File: src/rtl/mistral_carry_seq.sv
// mistral_carry_seq
//   Digit-serial add/subtract sequencer sharing one 2-bit carry slice among
//   N_REQ requesters. Each RUN cycle resolves one 2-bit digit:
//     {c, s0} = A + B + Cin ; {Cout, s1} = C + D + c
//   so a WIDTH-bit operation occupies the slice for WIDTH/2 cycles.
//
// Ports
//   CLK        clock, all state on rising edge
//   AC         synchronous active-high reset
//   REQ_VALID  per-requester request
//   REQ_SUB    per-requester: 1 = A-B, 0 = A+B
//   REQ_A/B    operands, requester i at [i*WIDTH +: WIDTH]
//   REQ_READY  one-hot accept strobe (combinational, IDLE only)
//   RSP_VALID  result available, held until RSP_READY
//   RSP_ID     owner of the result
//   RSP_SUM    result bits
//   RSP_COUT   carry out of MSB (subtract: 1 = no borrow)
//   RSP_OVF    signed overflow
//   RSP_READY  consumer accepts the result
module mistral_carry_seq #(
  parameter int N_REQ = 4,
  parameter int WIDTH = 16,
  localparam int ID_W = $clog2(N_REQ)
) (
  input  logic                   CLK,
  input  logic                   AC,
  input  logic [N_REQ-1:0]       REQ_VALID,
  input  logic [N_REQ-1:0]       REQ_SUB,
  input  logic [N_REQ*WIDTH-1:0] REQ_A,
  input  logic [N_REQ*WIDTH-1:0] REQ_B,
  output logic [N_REQ-1:0]       REQ_READY,
  output logic                   RSP_VALID,
  output logic [ID_W-1:0]        RSP_ID,
  output logic [WIDTH-1:0]       RSP_SUM,
  output logic                   RSP_COUT,
  output logic                   RSP_OVF,
  input  logic                   RSP_READY
);

  localparam int NDIG = WIDTH / 2;
  localparam int CW   = (NDIG > 1) ? $clog2(NDIG) : 1;
  localparam logic [CW-1:0] CNT_LAST = CW'(NDIG - 1);

  typedef enum logic [1:0] {IDLE, RUN, DONE} state_t;

  state_t            state_q, state_d;
  logic [ID_W-1:0]   ptr_q, ptr_d;
  logic [CW-1:0]     cnt_q, cnt_d;
  logic [WIDTH-1:0]  op_a_q, op_a_d;
  logic [WIDTH-1:0]  op_b_q, op_b_d;
  logic              carry_q, carry_d;
  logic [ID_W-1:0]   id_q, id_d;
  logic [WIDTH-1:0]  sum_q, sum_d;
  logic              cout_q, cout_d;
  logic              ovf_q, ovf_d;
  logic              vld_q, vld_d;

  logic              win_found;
  logic [ID_W-1:0]   win_idx;
  logic [ID_W-1:0]   cand;
  logic [1:0]        lo, hi;
  logic [WIDTH-1:0]  win_b;

  // Round-robin search starting one past the last winner.
  always_comb begin
    win_found = 1'b0;
    win_idx   = '0;
    cand      = '0;
    for (int unsigned i = 0; i < N_REQ; i++) begin
      cand = ID_W'((32'(ptr_q) + 32'd1 + i) % N_REQ);
      if (!win_found && REQ_VALID[cand]) begin
        win_found = 1'b1;
        win_idx   = cand;
      end
    end
  end

  // State register
  always_ff @(posedge CLK) begin
    if (AC) begin
      state_q <= IDLE;
      ptr_q   <= ID_W'(N_REQ - 1);
      cnt_q   <= '0;
      op_a_q  <= '0;
      op_b_q  <= '0;
      carry_q <= 1'b0;
      id_q    <= '0;
      sum_q   <= '0;
      cout_q  <= 1'b0;
      ovf_q   <= 1'b0;
      vld_q   <= 1'b0;
    end else begin
      state_q <= state_d;
      ptr_q   <= ptr_d;
      cnt_q   <= cnt_d;
      op_a_q  <= op_a_d;
      op_b_q  <= op_b_d;
      carry_q <= carry_d;
      id_q    <= id_d;
      sum_q   <= sum_d;
      cout_q  <= cout_d;
      ovf_q   <= ovf_d;
      vld_q   <= vld_d;
    end
  end

  // Next-state and datapath
  always_comb begin
    state_d = state_q;
    ptr_d   = ptr_q;
    cnt_d   = cnt_q;
    op_a_d  = op_a_q;
    op_b_d  = op_b_q;
    carry_d = carry_q;
    id_d    = id_q;
    sum_d   = sum_q;
    cout_d  = cout_q;
    ovf_d   = ovf_q;
    vld_d   = vld_q;
    win_b   = WIDTH'(REQ_B >> (32'(win_idx) * WIDTH));
    // Operands shift right one digit per cycle, so the slice always
    // consumes bits [1:0]; the sum digit is placed back at position k.
    lo = {1'b0, op_a_q[0]} + {1'b0, op_b_q[0]} + {1'b0, carry_q};
    hi = {1'b0, op_a_q[1]} + {1'b0, op_b_q[1]} + {1'b0, lo[1]};

    case (state_q)
      IDLE: begin
        if (win_found) begin
          op_a_d  = WIDTH'(REQ_A >> (32'(win_idx) * WIDTH));
          op_b_d  = REQ_SUB[win_idx] ? ~win_b : win_b;
          carry_d = REQ_SUB[win_idx];
          id_d    = win_idx;
          ptr_d   = win_idx;
          cnt_d   = '0;
          state_d = RUN;
        end
      end
      RUN: begin
        op_a_d  = op_a_q >> 2;
        op_b_d  = op_b_q >> 2;
        sum_d   = (sum_q & ~(WIDTH'(2'b11) << {cnt_q, 1'b0}))
                | (WIDTH'({hi[0], lo[0]}) << {cnt_q, 1'b0});
        carry_d = hi[1];
        if (cnt_q == CNT_LAST) begin
          cout_d  = hi[1];
          ovf_d   = lo[1] ^ hi[1];
          vld_d   = 1'b1;
          state_d = DONE;
        end else begin
          cnt_d = cnt_q + 1'b1;
        end
      end
      DONE: begin
        if (RSP_READY) begin
          vld_d   = 1'b0;
          state_d = IDLE;
        end
      end
      default: state_d = IDLE;
    endcase
  end

  // Outputs
  always_comb begin
    REQ_READY = '0;
    if (state_q == IDLE && win_found) REQ_READY[win_idx] = 1'b1;
  end

  assign RSP_VALID = vld_q;
  assign RSP_ID    = id_q;
  assign RSP_SUM   = sum_q;
  assign RSP_COUT  = cout_q;
  assign RSP_OVF   = ovf_q;

endmodule
File: config.mk
export PLATFORM = sky130hd
export DESIGN_NAME = mistral_carry_seq
export DESIGN_NICKNAME = d
export VERILOG_FILES = /design/src/rtl/mistral_carry_seq.sv
export SDC_FILE = /design/constraint.sdc
export NUM_CORES = 1
export LEC_CHECK = 0
export CAP_MARGIN = 20
export CELL_PAD_IN_SITES_DETAIL_PLACEMENT = 1
export CELL_PAD_IN_SITES_GLOBAL_PLACEMENT = 2
export CORE_ASPECT_RATIO = 0.8
export CORE_MARGIN = 2
export CORE_UTILIZATION = 22
export DETAILED_ROUTE_END_ITERATION = 6
export GPL_TIMING_DRIVEN = 0
export PLACE_DENSITY = 0.79
export SYNTH_ARGS = -nofsm -noshare
export SYNTH_HDL_FRONTEND = slang
export SYNTH_SLANG_ARGS = --single-unit
File: constraint.sdc
create_clock -name CLK -period 2.3 [get_ports CLK]
set_clock_uncertainty 0.05 [all_clocks]
set_input_delay 0.23 -clock CLK [delete_from_list [all_inputs] [get_ports CLK]]
set_output_delay 0.23 -clock CLK [all_outputs]
set_load 0.1 [all_outputs]
==> summary.txt, run 1 <==
Clock tree
  • Clock Root Buffer: clkbuf_16
  • Clock buffer depth: 2
  • Sink Count: 61
  • Latest clock arrival within the worst-skew pair: 0.33 ns
  • CTS buffer count: 9
  • Clock-pin slew on the worst setup and hold paths: 0.06 ns
  • H-tree Lvls: 3
  • CTS tree: yes

Synthesis
  • XOR/XNOR Fraction of Synth Area: 4.05%
  • Yosys cell types: 41
  • Mean Syn Cell Area: 7.25 µm²
  • Synth Area in Adders: 3.13%
  • Simple-gate share of the synthesized area: 24.9%
  • Yosys warns: 0
  • Largest family of logic cells by synthesized area: compound AO/OA/AOI/OAI gates
  • Syn Nets: 654
  • Mux contribution to synthesized area: 0.409%
  • #FFs+latches synth: 61
  • Ys async rst share: 0%
  • Compound-Gate Fraction of Synth Area: 27.9%
  • Synth Instances: 507
  • Sequential fraction of the synthesis area: 33.2%
  • Mapped Area: 3670 µm²
  • Top_reg_cell synth: dfxtp_1
  • Post-synth EDFFs: 0

Worst setup path
  • Worst reg-to-reg setup slack: -0.03 ns
  • Startpoint types: flop
  • Crit path capture type: flop
  • CP Data Required Time: 2.45 ns
  • Critical Path Start: ptr_q[1]$_SDFFE_PP1P_
  • Reg2reg start: ptr_q[1]$_SDFFE_PP1P_
  • Worst R2R Path Depth: 11
  • Crit path kind: reg2reg
  • Crit path max fanout: 8
  • R2r endpoint: op_b_q[8]$_SDFFE_PP0P_
  • Data arrival time of the critical path: 2.47 ns

GRT
  • Layer with the highest usage: met2
  • GRT Util Overall: 17.8%
  • Initial antenna violation count: 0
  • Largest net degree at the start of global routing: 13
  • First-pass GRT wire length: 25200 µm
  • Global Route met3 Usage: 4.52%
  • GRT Residual Overflow: 0
  • M2 GR Usage: 29.5%
  • Vias in the first global route: 4872
  • Met1 Use GR: 23.2%

Power and ir drop
  • Pwr/cell area: 692 nW/µm²
  • Max VDD drop: 0.335 mV
  • Clk pwr share: 32.6%
  • Switching Share: 34.2%
  • Comb power frac: 39.2%
  • LEAKAGE: 0.00245 µW
  • Cell Int Power: 2950 µW
  • Switch Pwr: 1530 µW
  • Sequential share of power: 28.2%

Hold path
  • HP Start: AC
  • Hold crit path type: in2reg
  • Hold Path Depth: 3
  • Hold path endpoint: op_b_q[15]$_SDFFE_PP0P_

Route
  • Vias per inst: 4.80
  • Drt first pass iters: 4
  • Vias: 4407
  • Antenna viol nets, final: 0
  • Drt wl/cell: 17.6 µm
  • Detailed Route Iter0 Violations: 159
  • Final wirelength: 16200 µm
  • Drc violations: 0

Final layout
  • Number of antenna repair diodes: 0
  • # nets final: 841
  • Multi-input gate area: 2480 µm²
  • P&R area growth vs syn: 76.5%
  • FF+latch area: 1220 µm²
  • Final Cell Area: 6490 µm²
  • Share of cells above drive strength 1: 15.2%
  • Fill cells: 1933

Timing
  • Final hold violations: 0
  • Final setup viols: 5
  • Slack of the critical path: -0.0287 ns
  • Final slew viol count: 0
  • Period utilization: 101%
  • Crit path time final: 2.33 ns
  • RSZ-0062 raised after global routing: yes
  • Max-slew headroom: 32.6%
  • Setup TNS: -0.0401 ns
  • Max frequency: 0.429 GHz
  • Slew @ Worst Pin: 1.01 ns

Place
  • Placed cell area: 5580 µm²
  • PortBufs: 162
  • RePlAce Congestion: 0.851
  • DP HPWL: 12500 µm

Floorplanning
  • Die X: 148 µm
  • I/O pin count: 164
  • Area of the core: 16400 µm²
  • # rows: 42
  • DIE AREA: 17800 µm²
  • Initial Util: 22.3%
  • Die height: 120 µm

Outcome
  • Failing checks: setup timing
  • Status: finished, violations left

Flow run
  • # Max-Cap Violations: 0
[stage by stage]
step                total power [µW]  worst slack (ns)  std cells  util, %  hold slack (ns)
floorplan                       2140            -0.231        507        -            0.366
global placement                2680             -1.85        889     33.9            0.394
detailed placement              2720             -1.90        889     33.9            0.417
CTS                             4280            0.0238        911     37.0            0.323
global route                    4720           -0.0998        919     39.4            0.383
finish                          4490           -0.0287        919     39.4            0.335
[flip-flops by register name, summed over array words and instances (netlist names), 2 cells and up]
signal   flops
op_a_q      16
state_q      2
RSP_ID       2
op_b_q      16
cnt_q        3
RSP_SUM     16
ptr_q        2
[power by group through the flow]
stage | clock, µW | combinational, µW | sequential, µW
3_3_place_gp | 0 | 1400 | 1280
5_1_grt | 1530 | 1910 | 1280
6_report | 1460 | 1760 | 1260
3_5_place_dp | 0 | 1430 | 1280
2_1_floorplan | 0 | 801 | 1340
4_1_cts | 1480 | 1530 | 1260
[placed cells by master (no fill, tap or decap), drive strengths merged, types with 4 or more instances in the layout]
| cell | n |
|---|---|
| clkdlybuf4s50 | 157 |
| nand2 | 146 |
| dfxtp | 61 |
| a21oi | 46 |
| a22oi | 43 |
| clkbuf | 38 |
| buf | 33 |
| nor2 | 31 |
| nand3 | 22 |
| a32oi | 20 |
| xor2 | 16 |
| o211ai | 15 |
| o22ai | 14 |
| ha | 6 |
| inv | 6 |
| nand2b | 5 |
| and3 | 5 |
| o21ai | 4 |
[metal layers]
layer  vias up  wire length [µm]
met5         -                 0
met4         0               307
met3        23               884
met2       117              7450
met1      2101              7510
li1       2166                 -
[how the worst max path moves through the flow]
stage / endpoint / slack (ns) / cells past startpoint
after floorplan: REQ_READY[1] / -0.23 / 8
final: op_b_q[8]$_SDFFE_PP0P_ / -0.03 / 11
after CTS: op_b_q[0]$_SDFFE_PP0P_ / 0.02 / 10
after global placement: REQ_READY[3] / -1.85 / 8
after detailed placement: REQ_READY[3] / -1.90 / 8
after global routing: op_b_q[12]$_SDFFE_PP0P_ / -0.1 / 10
[synth_stat cells, types with 2 or more instances]
master	instances	area [µm²]
nor2_1	31	116
o21ai_0	3	15.0
a22oi_1	43	323
nand2_1	146	548
nand3_1	22	110
dfxtp_1	61	1220
and3_1	5	31.3
a32oi_1	20	175
xor2_1	16	140
o211ai_1	15	113
clkbuf_1	26	97.6
buf_4	5	37.5
ha_1	6	75.1
buf_1	5	18.8
buf_2	5	25.0
a31oi_1	2	12.5
nand4b_1	2	17.5
buf_6	2	22.5
a21oi_1	45	225
inv_1	5	18.8
o22ai_1	14	87.6
nand2b_1	5	31.3
nor2b_1	3	18.8
fa_1	2	40.0
and2_1	2	12.5
[critical path: stages, from the launching register on]
cell     delay [ns]
dfxtp_2        0.33
buf_6          0.12
mux2_4         0.32
a21oi_4        0.21
o21a_4         0.22
buf_6          0.11
a21oi_2        0.04
a32o_2         0.24
buf_6          0.14
buf_12         0.13
xor2_1         0.17
o22ai_1        0.10
[timing repair]
item                                    in CTS  in global routing
endpoints found under the setup margin      38                 36
gates resized for setup                     61                 72
pin swaps                                    7                 43
buffers inserted                             7                  3
hold buffers                                 0                  0
cloned                                       0                  5
[layout make-up]
class,instances,area share [%]
flip-flops and latches,61,18.8
plain buffers,43,4.98
clock inverters,7,1.52
multi-input cells,397,38.2
well taps,220,4.24
inverters,5,0.289
clock buffers,9,3.47
repair buffers,177,28.4
[cell families after synthesis]
| logic type | count (synthesis) |
|---|---|
| and+or+nand+nor | 220 |
| AOI/OAI and AO/OA | 151 |
| DFF | 61 |
| buffers and inverters | 49 |
| xor gates and xnor gates | 17 |
| adders and majority gates | 8 |
| muxes | 1 |
Note: power is estimated with default switching activity, not from simulation.
==> run 2, diff against run 1 <==
- CORE_UTILIZATION: 22 -> 24
- PLACE_DENSITY: 0.79 -> 0.85
- clock period: 2.3 -> 2.7 ns (I/O delays scaled with it)
==> summary.txt, run 2 (synthesis gave the netlist of run 1 again) <==
GRT
  • Vias in the first global route: 4664 (-4.3%)
  • GRT Residual Overflow: 0 (unchanged)
  • First-pass GRT wire length: 23600 µm (-6.1%)
  • Initial antenna violation count: 0 (unchanged)
  • GRT Util Overall: 18.2% (+0.41 points)
  • Largest net degree at the start of global routing: 20 (+7)

Timing
  • Final slew viol count: 0 (unchanged)
  • Max frequency: 0.388 GHz
  • Slew @ Worst Pin: 1.00 ns (-0.00372 ns)
  • Setup TNS: 0 ns (+0.0401 ns)
  • RSZ-0062 raised after global routing: yes
  • Period utilization: 95.4%
  • Max-slew headroom: 32.8% (+0.25 points)
  • Crit path time final: 2.58 ns
  • Slack of the critical path: 0.123 ns (+0.152 ns)
  • Final setup viols: 0 (-5)
  • Final hold violations: 0 (unchanged)

Place
  • PortBufs: 162 (unchanged)
  • Setup WS pre-CTS: -1.43 ns (+0.468 ns)
  • DP HPWL: 11900 µm (-4.3%)
  • RePlAce Congestion: 0.936 (+10%)

Clock tree
  • H-tree Lvls: 3 (unchanged)
  • Latest clock arrival within the worst-skew pair: 0.32 ns (about the same)
  • Clock-pin slew on the worst setup and hold paths: 0.05 ns (about the same)
  • Hold Buf Count CTS: 0 (unchanged)
  • Clock Root Buffer: clkbuf_16
  • Sink Count: 61 (unchanged)
  • CTS buffer count: 9 (unchanged)
  • CTS tree: yes
  • Clock buffer depth: 2 (unchanged)

Floorplanning
  • # rows: 40 (-4.8%)
  • Die X: 142 µm (-4.1%)
  • Initial Util: 24.5% (+2.1 points)
  • I/O pin count: 164 (unchanged)
  • Die height: 115 µm (-4.1%)
  • Area of the core: 15000 µm² (-8.7%)
  • DIE AREA: 16300 µm² (-8.1%)

Route
  • Drt wl/cell: 16.6 µm (-5.4%)
  • Vias per inst: 4.98 (+3.8%)
  • Final wirelength: 14500 µm (-10%)
  • Drc violations: 0 (unchanged)
  • Vias: 4347 (-1.4%)
  • Drt first pass iters: 4 (unchanged)
  • Antenna viol nets, final: 0 (unchanged)
  • Detailed Route Iter0 Violations: 216 (+36%)

Worst setup path
  • Reg2reg start: ptr_q[1]$_SDFFE_PP1P_
  • Crit path max fanout: 10 (+2)
  • Startpoint types: primary input
  • Worst reg-to-reg setup slack: 0.20 ns (+0.23 ns)
  • Crit path capture type: output port
  • Data arrival time of the critical path: 2.26 ns (-0.21 ns)
  • Crit path kind: in2out
  • R2r endpoint: op_b_q[3]$_SDFFE_PP0P_
  • Worst R2R Path Depth: 9 (-2)
  • CP Data Required Time: 2.38 ns (-0.07 ns)

Power and ir drop
  • Pwr/cell area: 589 nW/µm² (-15%)
  • LEAKAGE: 0.00223 µW (-9.0%)
  • Max VDD drop: 0.253 mV (-25%)

Hold path
  • Hold path endpoint: op_b_q[15]$_SDFFE_PP0P_
  • Hold crit path type: in2reg
  • Hold Path Depth: 3 (unchanged)
  • HP Start: AC

Final layout
  • P&R area growth vs syn: 59.2%
  • # nets final: 826 (-1.8%)
  • Share of cells above drive strength 1: 6.43% (-8.7 points)
  • Most common cell after layout, fill and taps aside: clkdlybuf4s50_1
  • Most frequent cells in the layout: clkdlybuf4s50_1, nand2_1, dfxtp_1, a21oi_1, a22oi_1
  • Final Util: 39.0% (-0.47 points)
  • Number of antenna repair diodes: 0 (unchanged)

Flow run
  • # Max-Cap Violations: 0 (unchanged)

Outcome
  • Status: complete, no violations
==> run 2: critical path: stages <==
cell	delay, ns
clkdlybuf4s50_1	0.49
a21oi_1	0.19
a31oi_1	0.07
a21oi_2	0.20
clkbuf_2	0.27
buf_2	0.28
and3_1	0.18
buf_4	0.29
==> run 2: power by group <==
part	switching (µW)	internal (µW)
registers	68.6	1010
clock network	401	763
logic	696	512
==> run 2: what timing repair did <==
action                     4_1_cts  5_1_grt
setup endpoints to repair        4       26
gates cloned                     0        0
buffers inserted                 1        0
resized for setup               26        5
pin swaps                        1        0
==> run 2: layout make-up <==
type                            instances  area (µm²)
Buffer                                 42         218
Clock buffer                           11         253
Clock inverter                          5        58.8
Fill cell                            1824        9160
Inverter                                5        18.8
Multi-Input combinational cell        397        2230
Sequential cell                        61        1220
Tap cell                              189         236
Timing Repair Buffer                  163        1620
==> run 2: worst max-delay path by stage <==
stage	start	endpoint	cells after the start
after CTS	REQ_VALID[1]	REQ_READY[0]	7
final	REQ_VALID[0]	REQ_READY[3]	8
after global routing	REQ_VALID[3]	op_b_q[0]$_SDFFE_PP0P_	9
after floorplan	ptr_q[1]$_SDFFE_PP1P_	REQ_READY[3]	7
after global placement	REQ_VALID[0]	REQ_READY[3]	8
after detailed placement	REQ_VALID[0]	REQ_READY[3]	8
==> run 2: metal layers <==
metal,wire length (µm),GRT usage [%],vias up,part of all wire (%)
li1,-,-,2138,-
met1,7070,24.5,2077,49
met2,6570,30.0,120,45
met3,753,4.35,12,5.2
met4,127,3.30,0,0.87
met5,0,0,-,0
==> run 2: through the flow <==
step	hold WS, ns	area, µm²	cells	total power, µW
global route	0.400	5850	873	3650
CTS	0.358	5840	873	3480
finish	0.385	5850	873	3450
detailed placement	0.401	5540	858	2300
floorplan	0.386	3680	507	1820
global placement	0.395	5540	858	2270
